[config.mk]
export PLATFORM = sky130hd
export DESIGN_NAME = frame_writer
export DESIGN_NICKNAME = d
export VERILOG_FILES = /design/src/rtl/frame_writer.sv
export SDC_FILE = /design/constraint.sdc
export NUM_CORES = 1
export LEC_CHECK = 0
export BUFFER_PORTS_ARGS = -buffer_cell sky130_fd_sc_hd__buf_4
export CORE_MARGIN = 3
export CORE_UTILIZATION = 54
export CTS_CLUSTER_SIZE = 25
export DETAILED_ROUTE_END_ITERATION = 10
export PLACE_DENSITY_LB_ADDON = 0.3
export SKIP_CTS_REPAIR_TIMING = 1
export SLEW_MARGIN = 30
export SYNTH_ARGS = -nofsm -noshare
export SYNTH_HDL_FRONTEND = slang
export SYNTH_SLANG_ARGS = --single-unit
[constraint.sdc]
create_clock -name clk -period 1.1 [get_ports clk]
set_input_delay 0 -clock clk [delete_from_list [all_inputs] [get_ports clk]]
set_output_delay 0 -clock clk [all_outputs]
set_load 0.02 [all_outputs]
[src/rtl/frame_writer.sv]
// frame_writer
//   Write-side agent for the 160x120 1-bit background frame buffer.
//   Accepts single-pixel write requests over valid/ready and bounds-checks
//   them. Legal requests become one RAM write at x + y*H_PIXELS in the next
//   cycle. Out-of-range requests are dropped, and drop_pulse flags each one.
//   An optional fill engine sweeps the whole buffer with a constant value.
//
//   Build option: FRAME_WRITER_FILL_EN enables the fill engine.
//   Without it, fill_start and fill_data are ignored, busy is 0, and
//   req_ready is always 1.
//
//   Ports
//     clk          system clock, all state on posedge
//     resetn       asynchronous active-low reset
//     req_valid    pixel write request present
//     req_ready    request accepted when high together with req_valid
//     req_x/req_y  pixel column / row (8 bit)
//     req_data     pixel value
//     fill_start   start full-buffer fill (level-sampled in IDLE)
//     fill_data    fill value, sampled with fill_start
//     busy         fill in progress
//     drop_pulse   one-cycle pulse for an accepted out-of-range request
//     ram_address  RAM write address
//     ram_data     RAM write data
//     ram_wren     RAM write enable
//
//   state | meaning
//   IDLE  | accepting pixel requests, watching fill_start
//   FILL  | writing the fill value to every address, requests blocked
module frame_writer #(
    parameter int H_PIXELS = 160,
    parameter int V_PIXELS = 120,
    parameter int ADDR_W   = 15
) (
    input  logic              clk,
    input  logic              resetn,
    input  logic              req_valid,
    output logic              req_ready,
    input  logic [7:0]        req_x,
    input  logic [7:0]        req_y,
    input  logic              req_data,
    input  logic              fill_start,
    input  logic              fill_data,
    output logic              busy,
    output logic              drop_pulse,
    output logic [ADDR_W-1:0] ram_address,
    output logic              ram_data,
    output logic              ram_wren
);

    localparam logic [ADDR_W-1:0] LAST_ADDR = ADDR_W'(H_PIXELS * V_PIXELS - 1);

    logic [ADDR_W-1:0] r_ram_address;
    logic              r_ram_data;
    logic              r_ram_wren;
    logic              r_drop_pulse;

    logic              w_req_ready;
    logic              w_busy;
    logic              w_fill_entry;
    logic              w_filling;
    logic              w_accept;
    logic              w_in_range;
    logic [ADDR_W-1:0] w_x_ext;
    logic [ADDR_W-1:0] w_y_ext;
    logic [ADDR_W-1:0] w_pix_addr;

`ifdef FRAME_WRITER_FILL_EN
    typedef enum logic {S_IDLE = 1'b0, S_FILL = 1'b1} state_t;

    state_t r_state;
    state_t w_state_nxt;

    always_ff @(posedge clk or negedge resetn) begin
        if (!resetn) begin
            r_state <= S_IDLE;
        end else begin
            r_state <= w_state_nxt;
        end
    end

    // The fill uses ram_address as its counter. The state leaves FILL
    // while the last address is being written.
    always_comb begin
        w_state_nxt = r_state;
        case (r_state)
            S_IDLE:  if (fill_start) w_state_nxt = S_FILL;
            S_FILL:  if (r_ram_address == LAST_ADDR) w_state_nxt = S_IDLE;
            default: w_state_nxt = S_IDLE;
        endcase
    end

    always_comb begin
        w_req_ready  = (r_state == S_IDLE) && !fill_start;
        w_busy       = (r_state == S_FILL);
        w_fill_entry = (r_state == S_IDLE) && fill_start;
        w_filling    = (r_state == S_FILL) && (r_ram_address != LAST_ADDR);
    end
`else
    logic w_unused;
    assign w_unused     = ^{fill_start, fill_data};
    assign w_req_ready  = 1'b1;
    assign w_busy       = 1'b0;
    assign w_fill_entry = 1'b0;
    assign w_filling    = 1'b0;
`endif

    assign w_accept   = req_valid && w_req_ready;
    assign w_x_ext    = ADDR_W'(req_x);
    assign w_y_ext    = ADDR_W'(req_y);
    assign w_in_range = (w_x_ext < ADDR_W'(H_PIXELS)) && (w_y_ext < ADDR_W'(V_PIXELS));
    // Product is formed at ADDR_W bits so the corner pixel (19199) is not clipped.
    assign w_pix_addr = w_y_ext * ADDR_W'(H_PIXELS) + w_x_ext;

    // The fill writes address 0 on the edge that enters FILL, so each FILL
    // cycle presents one write and the sweep ends with the last address.
    always_ff @(posedge clk or negedge resetn) begin
        if (!resetn) begin
            r_ram_address <= '0;
            r_ram_data    <= 1'b0;
            r_ram_wren    <= 1'b0;
            r_drop_pulse  <= 1'b0;
        end else begin
            r_ram_wren   <= 1'b0;
            r_drop_pulse <= 1'b0;
            if (w_fill_entry) begin
                r_ram_address <= '0;
                r_ram_data    <= fill_data;
                r_ram_wren    <= 1'b1;
            end else if (w_filling) begin
                r_ram_address <= r_ram_address + 1'b1;
                r_ram_wren    <= 1'b1;
            end else if (w_accept) begin
                if (w_in_range) begin
                    r_ram_address <= w_pix_addr;
                    r_ram_data    <= req_data;
                    r_ram_wren    <= 1'b1;
                end else begin
                    r_drop_pulse <= 1'b1;
                end
            end
        end
    end

    assign req_ready   = w_req_ready;
    assign busy        = w_busy;
    assign drop_pulse  = r_drop_pulse;
    assign ram_address = r_ram_address;
    assign ram_data    = r_ram_data;
    assign ram_wren    = r_ram_wren;

endmodule

==> results of run 1 <==
## kinds of logic after synthesis
family                   after synthesis  share of synthesized area [%]
adder cells (fa/ha/maj)               17                          18.00
flip-flops                            18                          35.61
multiplexers                           1                         0.8901
other                                  2                         0.5937
XOR/XNOR                               6                          4.154
AND/OR/NAND/NOR                       52                          19.88
AO/OA/AOI/OAI                         30                          17.01
buffers and inverters                 11                          3.857
## cell usage after synthesis, types with 2 or more instances
| cell | instances | share of area [%] |
|---|---|---|
| nand2_1 | 29 | 8.6 |
| dfrtp_1 | 18 | 36 |
| ha_1 | 15 | 15 |
| o21ai_0 | 9 | 3.6 |
| nor2_1 | 8 | 2.4 |
| inv_1 | 6 | 1.8 |
| a31oi_1 | 4 | 2.0 |
| o31ai_1 | 4 | 2.4 |
| xor2_1 | 4 | 2.8 |
| clkbuf_1 | 3 | 0.89 |
| a211oi_1 | 2 | 1.2 |
| buf_4 | 2 | 1.2 |
| conb_1 | 2 | 0.59 |
| fa_1 | 2 | 3.2 |
| nor3b_1 | 2 | 1.2 |
| or4_1 | 2 | 1.2 |
| xnor2_1 | 2 | 1.4 |
## stage by stage
| stage | hold slack, ps | setup TNS (ps) | instance area [sq um] | worst slack (ps) |
|---|---|---|---|---|
| after floorplan | -295.6 | -3802 | 1393 | -1032 |
| after detailed placement | -121.7 | -7303 | 1873 | -1276 |
| after CTS | -445.8 | -4194 | 1909 | -997.0 |
| after global placement | -127.7 | -6049 | 1873 | -1164 |
==> reports/metrics.csv, run 1 <==
stage,metric,value,unit
run_status,failing_step,global routing (5_1_grt),
timing,worst_endpoint_kind,register data pin,
placement,globalplace.congestion,0.8425,
logic_synthesis,seq_area_frac_synth,35.61,%
logic_synthesis,syn-cell-area,1265,sq um
clock_network,cts_htree_levels,1,
placement,dpl.cell_count,222,
logic_synthesis,syn_nets,176,
clock_network,cts-root-buf,clkbuf_4,
clock_network,clock_sinks,18,
floorplan,ios,42,
logic_synthesis,ys_ff_latch,18,
logic_synthesis,ys_warn_count,0,
logic_synthesis,synth_edf_count,0,
placement,dp_hpwl,3577,microns
clock_network,numCtsBuffers,3,
logic_synthesis,async_reset_ff_share,100.0,%
run_status,error_line,"[ERROR DPL-0038] Utilization greater than 100%, impossible to legalize",
logic_synthesis,avgSynthCellArea,9.233,sq um
logic_synthesis,yosysUniqueCellTypes,40,
floorplan,rows,16,
timing,worstEndpointGrtRepair,ram_address[14]$_DFFE_PN0P_/D,
floorplan,die_h,54.40,microns
run_status,outcome,stopped before the end,
placement,port_buffers,37,
clock_network,cts_max_path_buffers,2,
grt,grt_max_degree,19,
floorplan,initial_core_util,60.76,%
logic_synthesis,synthFlopType,dfrtp_1,
floorplan,die_w,54.40,microns
logic_synthesis,syn_inst,137,
==> inputs of run 2 (changes only) <==
--- a/config.mk
+++ b/config.mk
@@ -6,11 +6,10 @@
 export NUM_CORES = 1
 export LEC_CHECK = 0
 export BUFFER_PORTS_ARGS = -buffer_cell sky130_fd_sc_hd__buf_4
-export CORE_MARGIN = 3
-export CORE_UTILIZATION = 54
-export CTS_CLUSTER_SIZE = 25
+export CORE_AREA = 3 3 64 66
 export DETAILED_ROUTE_END_ITERATION = 10
-export PLACE_DENSITY_LB_ADDON = 0.3
+export DIE_AREA = 0 0 67 69
+export PLACE_DENSITY_LB_ADDON = 0.15
 export SKIP_CTS_REPAIR_TIMING = 1
 export SLEW_MARGIN = 30
 export SYNTH_ARGS = -nofsm -noshare
==> reports/metrics.csv, run 2 <==
stage,metric,value,unit,change
grt,grt_max_degree,20,,
floorplan,die_w,67,microns,+23%
pwr,total_power,0.002850,W,
pwr,pwr-share-seq,31.2,%,
timing,fin_skew,0,ps,
finish,fill_cells,332,,
detailed_routing,first_iter_violations,30,,
setup_path,cp.required,1270,ps,
setup_path,crit_slowest_cell,or4_4,,
detailed_routing,wirelength,3251,microns,
finish,largest_reg_flops,15,,
floorplan,die_h,69,microns,+27%
timing,grt_setup_unrepaired,yes,,
detailed_routing,drc,0,,
timing,slew_violations,0,,
setup_path,cp-end-kind,flop,,
detailed_routing,detail_route.vias_per_cell,4.829,,
finish,drive_above_1_share,46.41,%,
finish,final_area,2120,sq um,
pwr,swShare,34.70,%,
setup_path,cp_common_cell,ha_4,,
clock_network,clock_sinks,18,,unchanged
placement,globalplace.congestion,0.7923,,-6.0%
timing,finalSetupTns,-3803,ps,
clock_network,cts.clk_slew.worst_paths,70,ps,
logic_synthesis,synth_common_cells,"nand2_1 (29), dfrtp_1 (18), ha_1 (15), o21ai_0 (9), nor2_1 (8)",,
grt,antenna_found_initial,0,,
floorplan,core-area,3633,sq um,
detailed_routing,vias,1241,,
pwr,switching_power,0.0009892,W,
grt,gr-total-overflow,0,,
setup_path,start_kind,input port,,
placement,dp_hpwl,2596,microns,-27%
logic_synthesis,synthSimpleGateAreaFrac,19.88,%,unchanged
logic_synthesis,synth_edf_count,0,,unchanged
logic_synthesis,seq_area_frac_synth,35.61,%,unchanged
timing,timing.fmax,489.6,MHz,
timing,finalWorstPathRequiredPeriod,2043,ps,
timing,setup_viol,6,,
clock_network,cts-root-buf,clkbuf_8,,
placement,pre_cts_ws,-1193,ps,+83.06 ps
setup_path,crit_fanout,3,,
grt,grt_pass1_wl,5147,microns,
pwr,power_density,1345,nW/um^2,
logic_synthesis,muxShareOfSynthArea,0.8902,%,unchanged
timing,hold-worst-slack,17.64,ps,
timing,finalHoldViolations,0,,
detailed_routing,avgRoutedWirePerCell,12.65,microns,
finish,mostFrequentLayoutCells,"buf_4 (60), nand2_1 (28), dfrtp_1 (18), ha_4 (8)",,
logic_synthesis,yosysMostFrequentCell,nand2_1,,
floorplan,rows,22,,+6
clock_network,cts_htree_levels,1,,unchanged
pwr,p_clk_share,18.6,%,
timing,period_share,185.7,%,
logic_synthesis,ys_ff_latch,18,,unchanged
run_status,violations,setup timing,,
pwr,comb_power_share,50.2,%,
setup_path,cp.arrival,2210,ps,
clock_network,clock_latency,250,ps,
logic_synthesis,synth_top_family_by_area,simple AND/OR/NAND/NOR gates,,
finish,insertedDiodeCount,0,,
pwr,p_leak,1.009,nW,
logic_synthesis,ys_warn_count,0,,unchanged
logic_synthesis,synth_compound_area_share,17.01,%,unchanged
logic_synthesis,synth_area_leaders,"dfrtp_1 (36%), ha_1 (15%), nand2_1 (8.6%)",,
worst_hold_path,hold_class,in -> reg,,
detailed_routing,drtAntennaViolNets,0,,
setup_path,cp_cell_sequence,buf_8 -> ha_4 -> ha_4 -> fa_2 -> xor2_2 -> nand2_2 -> buf_6 -> or2_4 -> or4_4 -> a31oi_1,,
logic_synthesis,yosysTopAreaCellShare,35.61,%,unchanged
logic_synthesis,synth_area_leader_cell,dfrtp_1,,
timing,setup_ws,-942.5,ps,
floorplan,initial_core_util,34.81,%,-26 points
logic_synthesis,yosysUniqueCellTypes,40,,unchanged
clock_network,cts_tree,built,,
pwr,vdd_drop_max,0.5237,mV,
finish,layout_commonest_cell,buf_4,,
logic_synthesis,async_reset_ff_share,100.0,%,unchanged
setup_path,worst-setup-path-type,in -> reg,,
clock_network,numCtsBuffers,3,,unchanged
logic_synthesis,syn-cell-area,1265,sq um,unchanged
pwr,p_int,0.001861,W,
clock_network,cts_max_path_buffers,2,,unchanged
placement,dpl_cell_area,1919,sq um,+2.5%
detailed_routing,firstDrtPassIters,3,,
placement,port_buffers,37,,unchanged
logic_synthesis,synthAdderAreaFrac,18.00,%,unchanged
floorplan,dieArea,4623,sq um,
finish,syn_to_final_growth,67.56,%,
logic_synthesis,syn_nets,176,,unchanged
finish,final_nets,249,,
logic_synthesis,avgSynthCellArea,9.233,sq um,unchanged
setup_path,slowest_delay,530,ps,
logic_synthesis,synthXorXnorAreaFrac,4.154,%,unchanged
floorplan,ios,42,,unchanged
grt,grt_usage,13.96,%,
grt,grt_pass1_vias,1166,,
logic_synthesis,syn_inst,137,,unchanged
run_status,outcome,finished with violations,,
flow_run,maxCapViolCount,0,,
logic_synthesis,synthFlopType,dfrtp_1,,
## run 2: kinds of logic after synthesis
| logic type | count (synthesis) |
|---|---|
| simple gates | 52 |
| other cells | 2 |
| xor+xnor | 6 |
| compound gates | 30 |
| buf+inv | 11 |
| mux | 1 |
| flops | 18 |
| fa+ha+maj | 17 |
## run 2: final cells by class
cell class / count / area, sq um / share of cell area (%)
Multi-Input combinational cell: 108 / 930.9 / 43.92
Clock buffer: 4 / 55.05 / 2.597
Tap cell: 48 / 60.06 / 2.834
Sequential cell: 18 / 450.4 / 21.25
Inverter: 6 / 22.52 / 1.063
Timing Repair Buffer: 73 / 600.6 / 28.34
## run 2: power groups by stage
| stage | Sequential, W | Clock [W] | Combinational, W |
|---|---|---|---|
| after CTS | 0.000893 | 0.000549 | 0.00133 |
| after global routing | 0.000911 | 0.000585 | 0.00156 |
| after floorplan | 0.00107 | 0 | 0.000551 |
| after global placement | 0.000897 | 0 | 0.00128 |
| after detailed placement | 0.000907 | 0 | 0.00132 |
| final | 0.000890 | 0.000529 | 0.00143 |
## run 2: routing by layer
layer	track usage [%]	share of wire [%]	vias up
met3	1.303	3.8	7
li1	-	-	623
met4	5.856	2.1	0
met2	24.45	53	28
met1	16.89	41	583
met5	0	0	-
## run 2: worst max-delay path, delay by kind of cell
| family | cells | cell delay, ps |
|---|---|---|
| simple gates | 3 | 850 |
| compound gates | 1 | 160 |
| buf+inv | 2 | 220 |
| xor+xnor | 1 | 200 |
| fa+ha+maj | 3 | 780 |
## run 2: stage by stage
stage	instances	utilization [%]
6_report	257	58.33
5_1_grt	257	58.33
4_1_cts	248	54.34
3_5_place_dp	244	52.82
3_3_place_gp	244	52.82
2_1_floorplan	137	-
## run 2: worst paths after layout
check,startpoint,endpoint,slack (ps),cells after the start
setup / recovery,req_y[1],ram_address[13],-940,10
hold reg to reg,ram_address[2],ram_address[2],480,2
min in group asynchronous,resetn,ram_address[2],150,2
setup reg to reg,ram_address[11],ram_address[11],320,1
hold / removal,req_valid,drop_pulse,20,2
max in group asynchronous,resetn,ram_address[6],760,2
Power figures use the tool's default switching activity.
